$ cat src/rtl/rdret_1r1we_rl2_pkg.sv
// Shared types for the 1r1we rl2 read-return path: one captured return entry.
package pkg_1r1we_rl2;
  localparam int P_WIDTH   = 32;
  localparam int P_BITPADR = 14;
  localparam int P_ENT_W   = P_WIDTH + P_BITPADR + 3;

  typedef struct packed {
    logic [P_WIDTH-1:0]   dout;
    logic                 fwrd;
    logic                 serr;
    logic                 derr;
    logic [P_BITPADR-1:0] padr;
  } rd_ent_t;
endpackage

$ cat src/rtl/rdret_1r1we_rl2_if.sv
// Issue, return and consumer signals of the read-return stage.
interface rdret_1r1we_rl2_if #(
  parameter int WIDTH   = 32,
  parameter int BITADDR = 13,
  parameter int BITPADR = 14
);
  logic               ready;
  logic               cl_read;
  logic [BITADDR-1:0] cl_rd_adr;
  logic               cl_rd_gnt;
  logic               read;
  logic [BITADDR-1:0] rd_adr;
  logic               rd_vld;
  logic [WIDTH-1:0]   rd_dout;
  logic               rd_fwrd;
  logic               rd_serr;
  logic               rd_derr;
  logic [BITPADR-1:0] rd_padr;
  logic               out_vld;
  logic               out_rdy;
  logic [WIDTH-1:0]   out_dout;
  logic               out_fwrd;
  logic               out_serr;
  logic               out_derr;
  logic [BITPADR-1:0] out_padr;

  modport slave (
    input  ready, cl_read, cl_rd_adr, rd_vld, rd_dout, rd_fwrd, rd_serr, rd_derr, rd_padr, out_rdy,
    output cl_rd_gnt, read, rd_adr, out_vld, out_dout, out_fwrd, out_serr, out_derr, out_padr
  );
  modport master (
    output ready, cl_read, cl_rd_adr, rd_vld, rd_dout, rd_fwrd, rd_serr, rd_derr, rd_padr, out_rdy,
    input  cl_rd_gnt, read, rd_adr, out_vld, out_dout, out_fwrd, out_serr, out_derr, out_padr
  );
endinterface

$ cat src/rtl/rdret_1r1we_rl2_fifo.sv
// Generic flop-array FIFO; a push at full is accepted only when a pop frees the slot.
module rdret_fifo_1r1we #(
  parameter int DW       = 8,
  parameter int DEPTH    = 8,
  parameter int BITDEPTH = 3
) (
  input  logic              clk,
  input  logic              rst,
  input  logic              push,
  input  logic [DW-1:0]     din,
  input  logic              pop,
  output logic [DW-1:0]     dout,
  output logic              full,
  output logic              empty,
  output logic [BITDEPTH:0] count
);
  localparam logic [BITDEPTH:0]   FULL_CNT = (BITDEPTH+1)'(DEPTH);
  localparam logic [BITDEPTH-1:0] LAST_PTR = BITDEPTH'(DEPTH-1);

  logic [DEPTH-1:0][DW-1:0] mem_q, mem_d;
  logic [BITDEPTH-1:0]      wptr_q, wptr_d, rptr_q, rptr_d;
  logic [BITDEPTH:0]        cnt_q, cnt_d;
  logic                     do_push, do_pop;

  assign empty = (cnt_q == '0);
  assign full  = (cnt_q == FULL_CNT);
  assign count = cnt_q;
  assign dout  = mem_q[rptr_q];

  always_comb begin
    mem_d   = mem_q;
    wptr_d  = wptr_q;
    rptr_d  = rptr_q;
    cnt_d   = cnt_q;
    do_pop  = pop & ~empty;
    do_push = push & (~full | do_pop);
    if (do_push) begin
      mem_d[wptr_q] = din;
      wptr_d = (wptr_q == LAST_PTR) ? '0 : wptr_q + 1'b1;
    end
    if (do_pop) rptr_d = (rptr_q == LAST_PTR) ? '0 : rptr_q + 1'b1;
    case ({do_push, do_pop})
      2'b10:   cnt_d = cnt_q + 1'b1;
      2'b01:   cnt_d = cnt_q - 1'b1;
      default: cnt_d = cnt_q;
    endcase
  end

  always_ff @(posedge clk) begin
    if (rst) begin
      mem_q  <= '0;
      wptr_q <= '0;
      rptr_q <= '0;
      cnt_q  <= '0;
    end else begin
      mem_q  <= mem_d;
      wptr_q <= wptr_d;
      rptr_q <= rptr_d;
      cnt_q  <= cnt_d;
    end
  end
endmodule

$ cat src/rtl/rdret_1r1we_rl2.sv
// Read-return stage: credit-gated read issue, return FIFO with valid/ready,
// saturating ECC error counters and a sticky overflow flag.
module rdret_1r1we_rl2 import pkg_1r1we_rl2::*; #(
  parameter int WIDTH    = P_WIDTH,
  parameter int BITADDR  = 13,
  parameter int BITPADR  = P_BITPADR,
  parameter int DEPTH    = 8,
  parameter int BITDEPTH = 3,
  parameter int BITCNT   = 16
) (
  input  logic              clk,
  input  logic              rst,
  rdret_1r1we_rl2_if.slave  bus,
  output logic [BITCNT-1:0] serr_cnt,
  output logic [BITCNT-1:0] derr_cnt,
  output logic              ovf
);
  localparam logic [BITDEPTH:0] CRED_MAX = (BITDEPTH+1)'(DEPTH);
  localparam logic [BITCNT-1:0] CNT_MAX  = '1;

  rd_ent_t           push_ent, head_ent;
  logic              fifo_full, fifo_empty;
  logic [BITDEPTH:0] fifo_cnt;
  logic              gnt, pop;

  logic [BITDEPTH:0] credit_q, credit_d;
  logic [BITCNT-1:0] serr_cnt_q, serr_cnt_d, derr_cnt_q, derr_cnt_d;
  logic              ovf_q, ovf_d;

  // Issue path is purely combinational so grant and read are cycle-exact.
  assign gnt           = bus.cl_read & bus.ready & (credit_q != '0);
  assign bus.cl_rd_gnt = gnt;
  assign bus.read      = gnt;
  assign bus.rd_adr    = BITADDR'(bus.cl_rd_adr);

  assign pop = bus.out_rdy & ~fifo_empty;

  assign push_ent.dout = P_WIDTH'(bus.rd_dout);
  assign push_ent.fwrd = bus.rd_fwrd;
  assign push_ent.serr = bus.rd_serr;
  assign push_ent.derr = bus.rd_derr;
  assign push_ent.padr = P_BITPADR'(bus.rd_padr);

  rdret_fifo_1r1we #(
    .DW       (P_ENT_W),
    .DEPTH    (DEPTH),
    .BITDEPTH (BITDEPTH)
  ) u_fifo (
    .clk   (clk),
    .rst   (rst),
    .push  (bus.rd_vld),
    .din   (push_ent),
    .pop   (pop),
    .dout  (head_ent),
    .full  (fifo_full),
    .empty (fifo_empty),
    .count (fifo_cnt)
  );

  assign bus.out_vld  = (fifo_cnt != '0);
  assign bus.out_dout = WIDTH'(head_ent.dout);
  assign bus.out_fwrd = head_ent.fwrd;
  assign bus.out_serr = head_ent.serr;
  assign bus.out_derr = head_ent.derr;
  assign bus.out_padr = BITPADR'(head_ent.padr);

  assign serr_cnt = serr_cnt_q;
  assign derr_cnt = derr_cnt_q;
  assign ovf      = ovf_q;

  always_comb begin
    credit_d   = credit_q;
    serr_cnt_d = serr_cnt_q;
    derr_cnt_d = derr_cnt_q;
    // Clamp at DEPTH so unsolicited returns cannot inflate the credit pool.
    case ({gnt, pop})
      2'b10:   credit_d = credit_q - 1'b1;
      2'b01:   if (credit_q != CRED_MAX) credit_d = credit_q + 1'b1;
      default: credit_d = credit_q;
    endcase
    if (bus.rd_vld & bus.rd_serr & (serr_cnt_q != CNT_MAX)) serr_cnt_d = serr_cnt_q + 1'b1;
    if (bus.rd_vld & bus.rd_derr & (derr_cnt_q != CNT_MAX)) derr_cnt_d = derr_cnt_q + 1'b1;
    ovf_d = ovf_q | (bus.rd_vld & fifo_full & ~pop);
  end

  always_ff @(posedge clk) begin
    if (rst) begin
      credit_q   <= CRED_MAX;
      serr_cnt_q <= '0;
      derr_cnt_q <= '0;
      ovf_q      <= 1'b0;
    end else begin
      credit_q   <= credit_d;
      serr_cnt_q <= serr_cnt_d;
      derr_cnt_q <= derr_cnt_d;
      ovf_q      <= ovf_d;
    end
  end
endmodule

$ cat src/flat_wrapper.sv
// flat-port wrapper written by rule: the top's interface ports become plain ports
module rdret_1r1we_rl2_flat import pkg_1r1we_rl2::*;
#(
  parameter int WIDTH    = P_WIDTH,
  parameter int BITADDR  = 13,
  parameter int BITPADR  = P_BITPADR,
  parameter int DEPTH    = 8,
  parameter int BITDEPTH = 3,
  parameter int BITCNT   = 16
)
  (clk, rst, serr_cnt, derr_cnt, ovf, bus_ready, bus_cl_read, bus_cl_rd_adr, bus_rd_vld, bus_rd_dout, bus_rd_fwrd, bus_rd_serr, bus_rd_derr, bus_rd_padr, bus_out_rdy, bus_cl_rd_gnt, bus_read, bus_rd_adr, bus_out_vld, bus_out_dout, bus_out_fwrd, bus_out_serr, bus_out_derr, bus_out_padr);
  rdret_1r1we_rl2_if #(.WIDTH(WIDTH), .BITADDR(BITADDR), .BITPADR(BITPADR)) bus_i ();
  input  logic clk;
  input  logic rst;
  output logic [BITCNT-1:0] serr_cnt;
  output logic [BITCNT-1:0] derr_cnt;
  output logic ovf;
  input wire logic [$bits(bus_i.ready)-1:0] bus_ready;
  input wire logic [$bits(bus_i.cl_read)-1:0] bus_cl_read;
  input wire logic [$bits(bus_i.cl_rd_adr)-1:0] bus_cl_rd_adr;
  input wire logic [$bits(bus_i.rd_vld)-1:0] bus_rd_vld;
  input wire logic [$bits(bus_i.rd_dout)-1:0] bus_rd_dout;
  input wire logic [$bits(bus_i.rd_fwrd)-1:0] bus_rd_fwrd;
  input wire logic [$bits(bus_i.rd_serr)-1:0] bus_rd_serr;
  input wire logic [$bits(bus_i.rd_derr)-1:0] bus_rd_derr;
  input wire logic [$bits(bus_i.rd_padr)-1:0] bus_rd_padr;
  input wire logic [$bits(bus_i.out_rdy)-1:0] bus_out_rdy;
  output wire logic [$bits(bus_i.cl_rd_gnt)-1:0] bus_cl_rd_gnt;
  output wire logic [$bits(bus_i.read)-1:0] bus_read;
  output wire logic [$bits(bus_i.rd_adr)-1:0] bus_rd_adr;
  output wire logic [$bits(bus_i.out_vld)-1:0] bus_out_vld;
  output wire logic [$bits(bus_i.out_dout)-1:0] bus_out_dout;
  output wire logic [$bits(bus_i.out_fwrd)-1:0] bus_out_fwrd;
  output wire logic [$bits(bus_i.out_serr)-1:0] bus_out_serr;
  output wire logic [$bits(bus_i.out_derr)-1:0] bus_out_derr;
  output wire logic [$bits(bus_i.out_padr)-1:0] bus_out_padr;
  assign bus_i.ready = bus_ready;
  assign bus_i.cl_read = bus_cl_read;
  assign bus_i.cl_rd_adr = bus_cl_rd_adr;
  assign bus_i.rd_vld = bus_rd_vld;
  assign bus_i.rd_dout = bus_rd_dout;
  assign bus_i.rd_fwrd = bus_rd_fwrd;
  assign bus_i.rd_serr = bus_rd_serr;
  assign bus_i.rd_derr = bus_rd_derr;
  assign bus_i.rd_padr = bus_rd_padr;
  assign bus_i.out_rdy = bus_out_rdy;
  assign bus_cl_rd_gnt = bus_i.cl_rd_gnt;
  assign bus_read = bus_i.read;
  assign bus_rd_adr = bus_i.rd_adr;
  assign bus_out_vld = bus_i.out_vld;
  assign bus_out_dout = bus_i.out_dout;
  assign bus_out_fwrd = bus_i.out_fwrd;
  assign bus_out_serr = bus_i.out_serr;
  assign bus_out_derr = bus_i.out_derr;
  assign bus_out_padr = bus_i.out_padr;
  rdret_1r1we_rl2 #(.WIDTH(WIDTH), .BITADDR(BITADDR), .BITPADR(BITPADR), .DEPTH(DEPTH), .BITDEPTH(BITDEPTH), .BITCNT(BITCNT)) u_core (.clk(clk), .rst(rst), .bus(bus_i), .serr_cnt(serr_cnt), .derr_cnt(derr_cnt), .ovf(ovf));
endmodule
$ cat config.mk
export PLATFORM = sky130hd
export DESIGN_NAME = rdret_1r1we_rl2_flat
export DESIGN_NICKNAME = d
export VERILOG_FILES = /design/src/rtl/rdret_1r1we_rl2_pkg.sv /design/src/rtl/rdret_1r1we_rl2_if.sv /design/src/rtl/rdret_1r1we_rl2_fifo.sv /design/src/rtl/rdret_1r1we_rl2.sv /design/src/flat_wrapper.sv
export SDC_FILE = /design/constraint.sdc
export NUM_CORES = 1
export LEC_CHECK = 0
export CAP_MARGIN = 25
export CORE_MARGIN = 1
export CORE_UTILIZATION = 60
export DETAILED_ROUTE_END_ITERATION = 8
export PLACE_DENSITY_LB_ADDON = 0.05
export SLEW_MARGIN = 20
export SYNTH_ARGS = -nofsm -noshare
export SYNTH_HDL_FRONTEND = slang
export SYNTH_SLANG_ARGS = --single-unit
$ cat constraint.sdc
create_clock -name clk -period 4.72 [get_ports clk]
set_input_delay 0.708 -clock clk [delete_from_list [all_inputs] [get_ports clk]]
set_output_delay 0.708 -clock clk [all_outputs]
set_load 0.005 [all_outputs]
==> results of run 1 <==
[cell type report]
| class | instances | area (µm²) |
|---|---|---|
| clock buffer | 71 | 1450 |
| clock inverter | 11 | 130 |
| fill | 2505 | 9530 |
| inverter | 9 | 33.8 |
| multi-input combinational | 1577 | 9490 |
| sequential | 439 | 8800 |
| tap | 402 | 503 |
| timing repair buffer | 167 | 1710 |
[cells by family (layout without fill, tap and decap cells)]
group                    Yosys count  after routing  share of synthesized area
buffers and inverters            239            258                     0.0608
adder cells (fa/ha/maj)           12             12                    0.00814
XOR/XNOR                           6              6                    0.00271
multiplexers                     156            156                      0.147
flip-flops                       439            439                      0.454
AO/OA/AOI/OAI                    480            480                      0.134
AND/OR/NAND/NOR                  923            923                      0.193
[through the flow]
stage / cell area, µm² / std cells / hold slack, ns / utilization
floorplan: 19400 / 2255 / 0.433 / -
detailed placement: 20500 / 2594 / 0.444 / 0.649
global route: 22100 / 2676 / 0.466 / 0.699
finish: 22100 / 2676 / 0.449 / 0.699
CTS: 22100 / 2676 / 0.452 / 0.699
global placement: 20500 / 2594 / 0.438 / 0.649
[state kept, by name (all words and copies together), names as in the netlist]
register and count:
u_core.u_fifo.mem_q 392, u_core.derr_cnt 16, u_core.serr_cnt 16, u_core.credit_q 4, u_core.u_fifo.count 4, u_core.u_fifo.rptr_q 3, u_core.u_fifo.wptr_q 3, u_core.ovf 1
[power breakdown]
group	switching, W	internal [W]	total (W)
Clock	0.00146	0.00227	0.00373
Sequential	0.000137	0.00383	0.00396
Combinational	0.000845	0.000698	0.00154
[layout by cell type, fill, tap and decap left out, types with 14 or more instances in the layout]
cell	netlist	layout
sky130_fd_sc_hd__a21oi_1	420	416
sky130_fd_sc_hd__buf_4	32	20
sky130_fd_sc_hd__clkbuf_16	0	50
sky130_fd_sc_hd__clkdlybuf4s50_1	0	138
sky130_fd_sc_hd__dfxtp_1	439	436
sky130_fd_sc_hd__mux2_2	52	52
sky130_fd_sc_hd__mux4_2	98	98
sky130_fd_sc_hd__nand2_1	801	801
sky130_fd_sc_hd__nand3_1	15	15
sky130_fd_sc_hd__nor2_1	27	27
sky130_fd_sc_hd__o21ai_0	14	14
[worst max-delay path: stages, from the launching register on]
cell and delay (ns):
sky130_fd_sc_hd__dfxtp_4 0.69, sky130_fd_sc_hd__buf_12 0.32, sky130_fd_sc_hd__mux4_2 0.54, sky130_fd_sc_hd__mux2_2 0.29
sky130_fd_sc_hd__clkdlybuf4s50_1 0.54
[final timing paths]
path / start / end / slack [ns] / cells past startpoint
min: u_core.u_fifo.mem_q[65]$_SDFFE_PP0P_ / u_core.u_fifo.mem_q[65]$_SDFFE_PP0P_ / 0.45 / 2
max: u_core.u_fifo.rptr_q[1]$_SDFFE_PP0P_ / bus_out_serr / 1.06 / 4
max reg2reg: u_core.u_fifo.count[1]$_SDFFE_PP0P_ / u_core.u_fifo.count[2]$_SDFFE_PP0P_ / 1.82 / 11
min reg2reg: u_core.u_fifo.mem_q[65]$_SDFFE_PP0P_ / u_core.u_fifo.mem_q[65]$_SDFFE_PP0P_ / 0.45 / 2
[layer usage]
metal  up-vias  routed length, µm  GRT usage  part of all wire
li1       7598                  -          -                 -
met1      7727              21200      0.409              0.41
met2       562              25400      0.523              0.49
met3        74               3850     0.0433             0.075
met4         2                901     0.0936             0.018
met5         -                 10          0           0.00019
==> reports/results.tsv, run 1 <==
metric	value	unit
outcome	finished, final reports clean	
CP startpoint kind	flip-flop	
portion of the clock cycle consumed by the worst path in the final layout	0.775	
worst path required time	4.01	ns
synthesis-stage register bit count	439	
top cell type's share of synthesized area	0.454	
top-count cell post-synth	sky130_fd_sc_hd__nand2_1	
pin count of the biggest net entering global routing	205	
clock latency on the worst-skew pair	0.56	ns
Final Total Pwr	0.00924	W
Core Region	31600	µm²
final count of pins violating max slew	0	
Area Growth Syn to Fin	14.2	%
maximum vdd ir drop	0.290	mV
overall fraction of global-route tracks in use	0.308	
FFs w/ async S/R, synth	0	
max cap viols	0	
area enclosed by the die boundary	33000	µm²
total standard cell area after synthesis	19400	µm²
CTS root buffer	sky130_fd_sc_hd__clkbuf_16	
Hold/Removal Path Class	flip-flop to flip-flop	
total power per unit cell area	418	nW/µm²
Inserted Clock Buffers	46	
worst-path fanout max	30	
leading post-synthesis cells by cell area	sky130_fd_sc_hd__dfxtp_1, sky130_fd_sc_hd__nand2_1, sky130_fd_sc_hd__mux4_2	
gp weighted congestion	0.815	
highest clock frequency the design can meet	0.273	GHz
Bufs on Longest Clock Path	3	
commonest cells in the synthesized netlist	sky130_fd_sc_hd__nand2_1, sky130_fd_sc_hd__dfxtp_1, sky130_fd_sc_hd__a21oi_1, sky130_fd_sc_hd__mux4_2, sky130_fd_sc_hd__clkbuf_1	
average cell area after synthesis	8.59	µm²
count of flip-flops with a built-in enable after synthesis	0	
hold buffer count at CTS	0	
clock net sink count	439	
RSZ-0062 raised after global routing	false	
via count of the first global-routing pass	15200	
dpl hpwl	28200	µm
post-CTS resize count	0	
DIE WIDTH	182	µm
Static Leakage	7.22	nW
minimum clock period after layout	3.66	ns
cell type with the largest total area after synthesis	sky130_fd_sc_hd__dfxtp_1	
floorplan row count	65	
Residual DRC	0	
share of cells above drive strength 1	0.124	
crit path setup slack, layout	1.06	ns
Clock H-tree levels	2	
via-per-instance ratio	5.97	
first-pass GRT wire length	81300	µm
total setup violations reported at the end of the flow	0	
fraction of the yosys area taken by sequential cells	0.454	
max_slew headroom	0.373	
overflow left after global routing	0	
initial core utilization	0.612	
number of top-level pins	166	
Slew @ Worst Pin	0.940	ns
Final #Nets	2320	
diode count	0	
Post-DRT Antenna Nets	0	
router iterations before antenna repair	5	
Warnings, synthesis	0	
initial antenna violation count	1	
type of the worst setup path	flip-flop to output port	
count of final hold-check violations	0	
CTS tree	yes	
arrival time at the worst endpoint	2.95	ns
vertical die dimension	182	µm
worst slack at placement	1.20	ns
Worst-path clk slew	0.06	ns
Detailed Route Iter0 Violations	1376	
number of different library cells in the post-synthesis netlist	61	
wire length per cell	19.2	µm
wire length reported by the detailed router	51400	µm
element type at the critical path end	output port	
Max Clock Skew	0.0193	ns
buffers inserted by post-CTS timing repair	0	
Syn Nets	2335	
Vias	16000	
Cells after Synth	2255	
IO buf count	139	
most instantiated flip-flop cell in the synthesis netlist	sky130_fd_sc_hd__dfxtp_1	
setup TNS after final layout	0	ns
Power figures use the tool's default switching activity.
==> run 2, diff against run 1 <==
Settings changed: CORE_UTILIZATION 60 to 58.
Clock period 4.72 ns to 3.59 ns, I/O delays scaled along.
==> run 2 against run 1 <==
Register-to-register slack worse by 0.85 ns; non-clock buffer count up 12; worst setup slack worse by 0.85 ns; clock-buffer cell count up 1; combinational power up 33%; via count up 0.45%; critical path type unchanged.
==> reports/results.tsv, run 2 (synthesized netlist as in run 1, its figures left out) <==
metric	value	unit
highest clock frequency the design can meet	0.296	GHz
DIE WIDTH	185	µm
overflow left after global routing	0	
overall fraction of global-route tracks in use	0.305	
initial antenna violation count	0	
Slew @ Worst Pin	0.868	ns
CP startpoint kind	flip-flop	
Vias	16000	
buffers inserted by post-CTS timing repair	0	
pin count of the biggest net entering global routing	174	
outcome	finished, final reports clean	
dpl hpwl	28700	µm
Crit Reg-Reg Endpoint	u_core.credit_q[3]$_SDFFE_PP1P_	
CTS root buffer	sky130_fd_sc_hd__clkbuf_16	
final worst hold slack	0.400	ns
Reg-to-Reg Start	u_core.u_fifo.count[0]$_SDFFE_PP0P_	
most common library cell in the layout ignoring fill and taps	sky130_fd_sc_hd__nand2_1	
Post-DRT Antenna Nets	0	
Residual DRC	0	
clock latency on the worst-skew pair	0.55	ns
type of the worst setup path	flip-flop to output port	
gp weighted congestion	0.782	
Worst-path clk slew	0.06	ns
count of final hold-check violations	0	
worst path required time	3.05	ns
total power per unit cell area	544	nW/µm²
first-pass GRT wire length	82300	µm
vertical die dimension	185	µm
total setup violations reported at the end of the flow	0	
flip-flop count of the largest register after layout	392	
wire length reported by the detailed router	51600	µm
Final Total Pwr	0.0121	W
hold buffer count at CTS	0	
Core Region	32700	µm²
arrival time at the worst endpoint	2.84	ns
wire length per cell	18.9	µm
Final #Nets	2332	
portion of the clock cycle consumed by the worst path in the final layout	0.941	
final count of pins violating max slew	0	
Hold Crit Start	rst	
Bufs on Longest Clock Path	3	
RSZ-0062 raised after global routing	false	
register with the highest flop count	u_core.u_fifo.mem_q	
initial core utilization	0.592	
Detailed Route Iter0 Violations	1335	
maximum vdd ir drop	0.350	mV
setup TNS after final layout	0	ns
hold path endpoint	u_core.serr_cnt[1]$_SDFFE_PP0P_	
max cap viols	0	
Clock H-tree levels	2	
number of top-level pins	166	
Inserted Clock Buffers	46	
Static Leakage	7.28	nW
minimum clock period after layout	3.38	ns
element type at the critical path end	output port	
Area Growth Syn to Fin	15.1	%
IO buf count	139	
area enclosed by the die boundary	34100	µm²
Max Clock Skew	0.0105	ns
max_slew headroom	0.421	
share of cells above drive strength 1	0.128	
via count of the first global-routing pass	15600	
number of stages on the worst hold path	2	
worst-path fanout max	25	
cells on worst reg2reg path	8	
Hold/Removal Path Class	primary input to flip-flop	
router iterations before antenna repair	5	
CTS tree	yes	
via-per-instance ratio	5.87	
leading cell types in the layout, fill and taps excluded	sky130_fd_sc_hd__nand2_1, sky130_fd_sc_hd__dfxtp_1, sky130_fd_sc_hd__a21oi_1	
floorplan row count	66	
post-CTS resize count	0	
register-to-register setup slack	0.97	ns
clock net sink count	439	
[run 2: area by class of cell]
class,count,area [µm²]
repair buffers,179,1860
clock inverters,12,139
fillers,2660,10400
well taps,442,553
flip-flops and latches,439,8800
clock buffers,72,1400
diodes,1,2.50
inverters,9,33.8
multi-input cells,1577,9490
[run 2: critical path: stages, from the launching register on]
cell	delay [ns]
sky130_fd_sc_hd__dfxtp_4	0.70
sky130_fd_sc_hd__buf_4	0.31
sky130_fd_sc_hd__mux4_2	0.51
sky130_fd_sc_hd__mux2_2	0.30
sky130_fd_sc_hd__clkdlybuf4s50_1	0.45
[run 2: how the worst max path moves through the flow]
stage | cells after the start | end | slack, ns | startpoint
global route | 4 | bus_out_padr[2] | 0.13 | u_core.u_fifo.rptr_q[1]$_SDFFE_PP0P_
floorplan | 12 | u_core.u_fifo.count[2]$_SDFFE_PP0P_ | 1.03 | u_core.u_fifo.count[1]$_SDFFE_PP0P_
global placement | 9 | u_core.credit_q[3]$_SDFFE_PP1P_ | 0.60 | bus_out_rdy
CTS | 4 | bus_out_padr[4] | 0.18 | u_core.u_fifo.rptr_q[1]$_SDFFE_PP0P_
detailed placement | 9 | u_core.credit_q[3]$_SDFFE_PP1P_ | 0.54 | bus_out_rdy
finish | 4 | bus_out_padr[2] | 0.21 | u_core.u_fifo.rptr_q[1]$_SDFFE_PP0P_
[run 2: report_power, final]
part           switching, W  internal (W)
sequential         0.000202       0.00503
clock               0.00194       0.00289
combinational       0.00109      0.000960
total               0.00323       0.00888
[run 2: per-layer routing]
| layer | wire length (µm) | GRT usage | part of all wire | up-vias |
|---|---|---|---|---|
| li1 | - | - | - | 7629 |
| met1 | 21900 | 0.399 | 0.42 | 7878 |
| met2 | 25600 | 0.523 | 0.50 | 438 |
| met3 | 2980 | 0.0415 | 0.058 | 90 |
| met4 | 1120 | 0.0922 | 0.022 | 0 |
| met5 | 0 | 0 | 0 | - |
[run 2: per-stage QoR]
stage,util,setup WS (ns),cells,area [µm²]
after floorplan,-,1.03,2255,19400
after global placement,0.634,0.600,2646,20700
after detailed placement,0.634,0.541,2646,20700
after CTS,0.681,0.180,2730,22300
after global routing,0.681,0.127,2730,22300
final,0.681,0.211,2731,22300
